**src/rtl/mul_seq_32.sv**
```systemverilog
// Iterative shift-add multiplier for RV32M MUL/MULH/MULHSU/MULHU.
// Multiplies magnitudes over 32 cycles of one add each, then applies the sign.
module mul_seq_32 #(
    parameter int unsigned WIDTH = 32
) (
    input  logic             clk,
    input  logic             rst_n,
    input  logic             start,
    input  logic             flush,
    input  logic [1:0]       op,
    input  logic [WIDTH-1:0] a_in,
    input  logic [WIDTH-1:0] b_in,
    output logic             busy,
    output logic             done,
    output logic [WIDTH-1:0] result
);

    localparam int unsigned CW = $clog2(WIDTH);

    typedef enum logic [1:0] {S_IDLE, S_CALC, S_FIX} state_t;

    state_t             r_state;
    state_t             w_next;
    logic [WIDTH-1:0]   r_mcand;
    logic [WIDTH-1:0]   r_hi;
    logic [WIDTH-1:0]   r_lo;
    logic [WIDTH-1:0]   r_result;
    logic [CW-1:0]      r_cnt;
    logic [1:0]         r_op;
    logic               r_neg;
    logic               r_done;

    logic               w_load;
    logic               w_a_neg;
    logic               w_b_neg;
    logic [WIDTH-1:0]   w_a_mag;
    logic [WIDTH-1:0]   w_b_mag;
    logic [WIDTH-1:0]   w_add;
    logic [WIDTH:0]     w_sum;
    logic [2*WIDTH-1:0] w_prod;
    logic [2*WIDTH-1:0] w_fixed;

    // MULH/MULHSU take rs1 as signed; only MULH takes rs2 as signed.
    assign w_a_neg = (op[0] ^ op[1]) & a_in[WIDTH-1];
    assign w_b_neg = (op == 2'b01) & b_in[WIDTH-1];
    assign w_a_mag = w_a_neg ? ('0 - a_in) : a_in;
    assign w_b_mag = w_b_neg ? ('0 - b_in) : b_in;

    assign w_add   = r_lo[0] ? r_mcand : '0;
    assign w_sum   = {1'b0, r_hi} + {1'b0, w_add};
    assign w_prod  = {r_hi, r_lo};
    assign w_fixed = r_neg ? ('0 - w_prod) : w_prod;

    always_ff @(posedge clk) begin
        if (!rst_n) begin
            r_state <= S_IDLE;
        end else begin
            r_state <= w_next;
        end
    end

    always_comb begin
        w_next = r_state;
        if (flush) begin
            w_next = S_IDLE;
        end else begin
            case (r_state)
                S_IDLE:  if (start) w_next = S_CALC;
                S_CALC:  if (r_cnt == CW'(WIDTH - 1)) w_next = S_FIX;
                S_FIX:   w_next = S_IDLE;
                default: w_next = S_IDLE;
            endcase
        end
    end

    always_comb begin
        busy   = (r_state != S_IDLE);
        w_load = (r_state == S_IDLE) && start && !flush;
        done   = r_done;
        result = r_result;
    end

    always_ff @(posedge clk) begin
        if (!rst_n) begin
            r_mcand  <= '0;
            r_hi     <= '0;
            r_lo     <= '0;
            r_result <= '0;
            r_cnt    <= '0;
            r_op     <= '0;
            r_neg    <= 1'b0;
            r_done   <= 1'b0;
        end else begin
            r_done <= 1'b0;
            if (w_load) begin
                r_op    <= op;
                r_mcand <= w_a_mag;
                r_lo    <= w_b_mag;
                r_hi    <= '0;
                r_cnt   <= '0;
                r_neg   <= w_a_neg ^ w_b_neg;
            end else if (r_state == S_CALC && !flush) begin
                // Add-then-shift: carry enters hi MSB, hi LSB enters lo MSB.
                r_hi  <= w_sum[WIDTH:1];
                r_lo  <= {w_sum[0], r_lo[WIDTH-1:1]};
                r_cnt <= r_cnt + CW'(1);
            end else if (r_state == S_FIX && !flush) begin
                r_result <= (r_op == 2'b00) ? w_fixed[WIDTH-1:0] : w_fixed[2*WIDTH-1:WIDTH];
                r_done   <= 1'b1;
            end
        end
    end

endmodule

```
**config.mk**
```make
export PLATFORM = sky130hd
export DESIGN_NAME = mul_seq_32
export DESIGN_NICKNAME = d
export VERILOG_FILES = /design/src/rtl/mul_seq_32.sv
export SDC_FILE = /design/constraint.sdc
export NUM_CORES = 1
export LEC_CHECK = 0
export CAP_MARGIN = 10
export CELL_PAD_IN_SITES_DETAIL_PLACEMENT = 1
export CELL_PAD_IN_SITES_GLOBAL_PLACEMENT = 1
export CORE_ASPECT_RATIO = 0.6
export CORE_MARGIN = 2
export CORE_UTILIZATION = 43
export DETAILED_ROUTE_END_ITERATION = 12
export PLACE_DENSITY = 0.94
export SYNTH_ARGS = -nofsm -noshare
export SYNTH_HDL_FRONTEND = slang
export SYNTH_SLANG_ARGS = --single-unit
```
**constraint.sdc**
```tcl
create_clock -name clk -period 4.4 [get_ports clk]
set_clock_uncertainty 0.1 [all_clocks]
set_input_delay 1.1 -clock clk [delete_from_list [all_inputs] [get_ports clk]]
set_output_delay 1.1 -clock clk [all_outputs]
set_load 0.02 [all_outputs]
```
[Yosys cells after proc, flatten, opt, wreduce, memory -nomap -nowiden]
Index checks and enable logic that the tools add are counted.
Word-level totals
  register bits after elaboration: 139
  output and inout port bits: 34
  latch bits: 0
  bits in read-only memories: 0
  input bits: 70
  bits in writable memories: 0
  logic and storage cells: 52
  memories kept: 0
Cells by class
  muxes and demuxes: 11
  divide/modulo/power cells: 0
  shifts and indexed selects: 0
  $add $sub $neg: 5
  reductions and logical operators: 14
  multiply operators: 0
  equal/unequal tests: 6
  magnitude comparators: 0
  bitwise logic cells: 7
Operator list (number)
  $mux W32: 6
  $mux W64: 1
  $sub A1 B32 Y32 const A: 2
  $sub A1 B64 Y64 const A: 1
  $add A32 B32 Y33: 1
  $add A5 B1 Y5 const B: 1
  $eq A5 B5 Y1 const B: 1
  $eq A2 B1 Y1 const B: 2
  $logic_and A1 B1 Y1: 4
  $logic_not A2 Y1: 2
  $mux W2: 2
  $ne A2 B2 Y1 const B: 2
  $pmux W2 S2: 1
  $reduce_bool A2 Y1: 2
  $reduce_or A2 Y1: 2
  $not A1 Y1: 3
  $reduce_and A3 Y1: 1
  $reduce_or A3 Y1: 1
  $and A1 B1 Y1: 2
  $eq A2 B2 Y1 const B: 1
  $reduce_and A2 Y1: 1
  $xor A1 B1 Y1: 2
  $logic_not A1 Y1: 1
  $mux W1: 1

[Longest topological paths before layout]
  depth after elaboration: 5
  gate-level depth with buffers: 13
  depth with buffers taken out: 11

[Least setup slack after synthesis]
Ideal clock, no wire load.
  path kind: input -> register
  start: input port b_in[8]
  end: register r_lo[29]
  setup slack: 1.177 ns
  data required time: 4.168 ns
  path buffers: 0
  setup time: 0.132 ns
  cell stages on the path: 7
  arrival: 2.990 ns
  cells stage by stage: or4_1 > or3_1 > nor2_1 > nand3_1 > o41ai_1 > xor2_1 > a21oi_1
Between the ends
  cells in the longest elaborated chain, start to end: 3
Ends and longest elaborated chain
  start: declaration: RTL line 12  | input logic [WIDTH-1:0] b_in,
  $sub A1 B32 Y32: RTL line 47  | assign w_b_mag = w_b_neg ? ('0 - b_in) : b_in;
  $mux W32: RTL line 47
  $mux W32: RTL line 95  | if (w_load) begin
  end signal: assignment: RTL line 98  | r_lo <= w_b_mag;
  end signal: assignment: RTL line 105  | r_lo <= {w_sum[0], r_lo[WIDTH-1:1]};
  end: declaration: RTL line 26  | logic [WIDTH-1:0] r_lo;
No other way between the ends.
A chain may end at the register's enable or synchronous reset.

[Final worst setup path]
  start: register r_lo[0]
  end: register r_hi[27]
Between the ends
  cells in the longest elaborated chain, start to end: 2
Ends and longest elaborated chain
  $mux W32: RTL line 49  | assign w_add = r_lo[0] ? r_mcand : '0;
  $add A32 B32 Y33: RTL line 50  | assign w_sum = {1'b0, r_hi} + {1'b0, w_add};
  end signal: assignment: RTL line 104  | r_hi <= w_sum[WIDTH:1];
  end: declaration: RTL line 25  | logic [WIDTH-1:0] r_hi;
No other way between the ends.

==> results.toml <==
[place]
globalplace.congestion = 0.9693
dp_hpwl_mm = 30.18
port-buffer-count = 103
placement.cell_area_um2 = 11360

[routing]
wl_per_cell_um = 23.72
detailedRoute.firstPassIterationCount = 5
routed-wl-met2_mm = 16.57
dr_total_vias = 10950
route.antenna.remaining_nets = 0
drt_first_iter_violations = 1256
total_length_of_routed_wires_mm = 41.02
drcViolationCount = 0
detail_route.wirelength.met1_mm = 18.67
route.detailed.vias_per_inst = 6.332
dr.max_layer_used = "met5"
met3WireLength_mm = 4.840

[worst_setup_path]
cp_data_required_time_ps = 4620
worstSetupEndpointType = "flop"
timing.critical_path.from_type = "flop"
cp_data_arrival_time_ps = 4140
crit_path_category = "flop to flop"
maximum_fanout_along_the_worst_path = 22

[sta]
period_needed_ps = 3921
unrepaired_setup_endpoints_after_global_routing = "false"
slew_headroom = 0.3327
final_min_period_over_clock_period = 0.8912
final-max-slew-violation-count = 0
hold_viol_final = 0
max_slew.worst_pin.slew_ps = 1001
tns_ps = 0
max_freq_ghz = 0.2550
setup-violations-final = 0

[power_and_ir_drop]
design_power_total_uw = 3480
cellPowerDensity_nw_per_um2 = 291.2
peak_vdd_ir_mv = 0.2591
leakage_uw = 0.004851

[logic_synthesis]
synth_seq_area_share = 0.2763
synth_top_family_by_area = "simple AND/OR/NAND/NOR gates"
synth_adder_area_share = 0.04920
synth-async-reset-ratio = 0
netlist-cell-type-count = 70
ys.flop_type = "dfxtp_1"
syn-instance-count = 1342
synth.avg_cell_area_um2 = 7.504
synth-compound-area-share = 0.2537
yosys_warnings = 0
post_synth_mux_area_share = 0.01391
synth_simple_gate_area_frac = 0.2597
count_of_flip_flops_with_a_built_in_enable_after_synthesis = 0
synthesis.nets = 1451
synth.ff_latch_count = 139
synth_xor_xnor_area_share = 0.1087
mappedNetlistArea_um2 = 10070

[cts]
clock_tree.buffer_depth = 2
clk_pin_slew_ps = 70
post-cts-setup-buffer-count = 0
cts.repair.resized = 0
clock_sinks = 139
tritoncts = "built"
cts-htree-levels = 4
clock_latency_ps = 460
ctsRootBufferMaster = "clkbuf_16"
cts_hold_repair.buffers = 0
cts_made_buffers = 17

[min_path]
hold_class = "flop to flop"

[final_layout]
area.growth.synth_to_final_pct = 18.67
diodes_inserted = 0
layout-drive-gt1-share = 0.05658
finish.instance_area_um2 = 11950
top_library_cells_by_usage_in_the_layout_fill_and_taps_aside = "nand2_1, dfxtp_1, a21oi_1"
mostFrequentLayoutCell = "nand2_1"
design.final.nets = 1510
filler_cell_count = 2865

[run_status]
status = "finished clean"

[grt]
grt_pass1_wl_mm = 62.57
maximum_number_of_pins_on_one_net_before_global_route_repair = 60
via_count_of_the_first_global_routing_pass = 10830
grtUsageTotal = 0.3306
grt-ovfl-total = 0
grt_antenna_before_repair = 2

[floorplan]
die_w_um = 201.6
floorplan.io_pins = 104
die_outline_area_um2 = 24700
core-area_um2 = 23030
std_cell_rows = 43
dieHeight_um = 122.5
initial_utilization = 0.4374

[flow_run]
drv_cap = 0
## path summary, 6_finish.rpt
| kind | from | end | slack (ps) | cells past startpoint |
|---|---|---|---|---|
| worst max-delay path | r_lo[0] | r_hi[27] | 480 | 11 |
| worst min-delay path | result[2] | result[2] | 340 | 2 |
| worst max register to register | r_lo[0] | r_hi[27] | 480 | 11 |
| worst min register to register | result[2] | result[2] | 340 | 2 |
## sequential cells by signal, summed over array words and instances (netlist names), 2 cells and up
register	count
r_op	2
r_mcand	32
r_state	2
result	32
r_cnt	5
r_hi	32
r_lo	32
## area by class of cell
type                       count  area, um^2  share of cell area
clock buffer                  18       429.2             0.03591
clock inverter                14       162.7             0.01361
inverter                      14       52.55            0.004397
multi-input combinational   1102        6910              0.5782
sequential                   139        2784              0.2329
tap                          315       394.1             0.03298
timing repair buffer         127        1219              0.1020
## critical path, cell delays in order (launching register included)
cell     delay [ps]
dfxtp_1         710
and2_1          220
ha_1            180
fa_1            230
a21o_1          200
a31o_2          220
or4b_2          640
nand3_1         120
a41oi_1         210
o31ai_1         580
mux2i_1         260
o21ai_0         120
## synthesized netlist by cell type (3+ instances only)
cell type | instances | share of area
a31oi_1 | 10 | 0.0062
xor2_1 | 60 | 0.052
nand3_1 | 53 | 0.026
nand2_1 | 219 | 0.082
or3_1 | 14 | 0.0087
nand2b_1 | 12 | 0.0075
a311oi_1 | 4 | 0.0035
and2_1 | 43 | 0.027
a21oi_1 | 104 | 0.052
dfxtp_1 | 139 | 0.28
o211ai_1 | 10 | 0.0075
a21o_1 | 17 | 0.013
or2_2 | 7 | 0.0043
o21ai_0 | 99 | 0.049
o22ai_1 | 8 | 0.0050
nor2_1 | 70 | 0.026
clkbuf_1 | 80 | 0.030
o211a_1 | 34 | 0.034
o21bai_1 | 4 | 0.0030
nor2b_1 | 9 | 0.0056
o21ai_1 | 3 | 0.0015
o41ai_1 | 12 | 0.010
a22oi_1 | 9 | 0.0067
or4_4 | 3 | 0.0034
ha_1 | 38 | 0.047
xnor2_1 | 65 | 0.057
or4_1 | 13 | 0.0097
mux2i_1 | 14 | 0.014
nor3_1 | 35 | 0.017
a22o_1 | 4 | 0.0035
nand4_1 | 11 | 0.0068
a221oi_1 | 4 | 0.0035
a21boi_0 | 8 | 0.0060
a211o_1 | 4 | 0.0035
o21a_1 | 7 | 0.0052
a211oi_1 | 5 | 0.0037
o31ai_1 | 27 | 0.020
a41oi_1 | 3 | 0.0026
and3_1 | 11 | 0.0068
buf_1 | 4 | 0.0015
nor4_1 | 16 | 0.0099
inv_1 | 12 | 0.0045
## power breakdown
| group | internal, uW | switching [uW] |
|---|---|---|
| Sequential | 1300 | 70.3 |
| Combinational | 237 | 373 |
| Clock | 848 | 649 |
| Total | 2390 | 1090 |
## logic make-up after synthesis
family | after synthesis
simple gates | 534
compound gates | 390
flops | 139
xor+xnor | 125
buf+inv | 101
fa+ha+maj | 39
mux | 14
## routing by layer
layer | vias to the layer above | GRT usage
met3 | 74 | 0.1182
met2 | 527 | 0.4679
met5 | - | 0
li1 | 4956 | -
met1 | 5389 | 0.4641
met4 | 2 | 0.1062
## metrics by stage
step | hold WS (ps) | setup slack (ps) | util | cells
after global placement | 328.5 | 491.8 | 0.4933 | 1697
after global routing | 372.1 | 288.2 | 0.5190 | 1729
after CTS | 349.5 | 538.1 | 0.5190 | 1729
after floorplan | 316.7 | 1177 | - | 1342
final | 343.4 | 478.6 | 0.5190 | 1729
after detailed placement | 339.6 | 362.1 | 0.4933 | 1697
No activity file was read; power rests on OpenSTA's default activity.
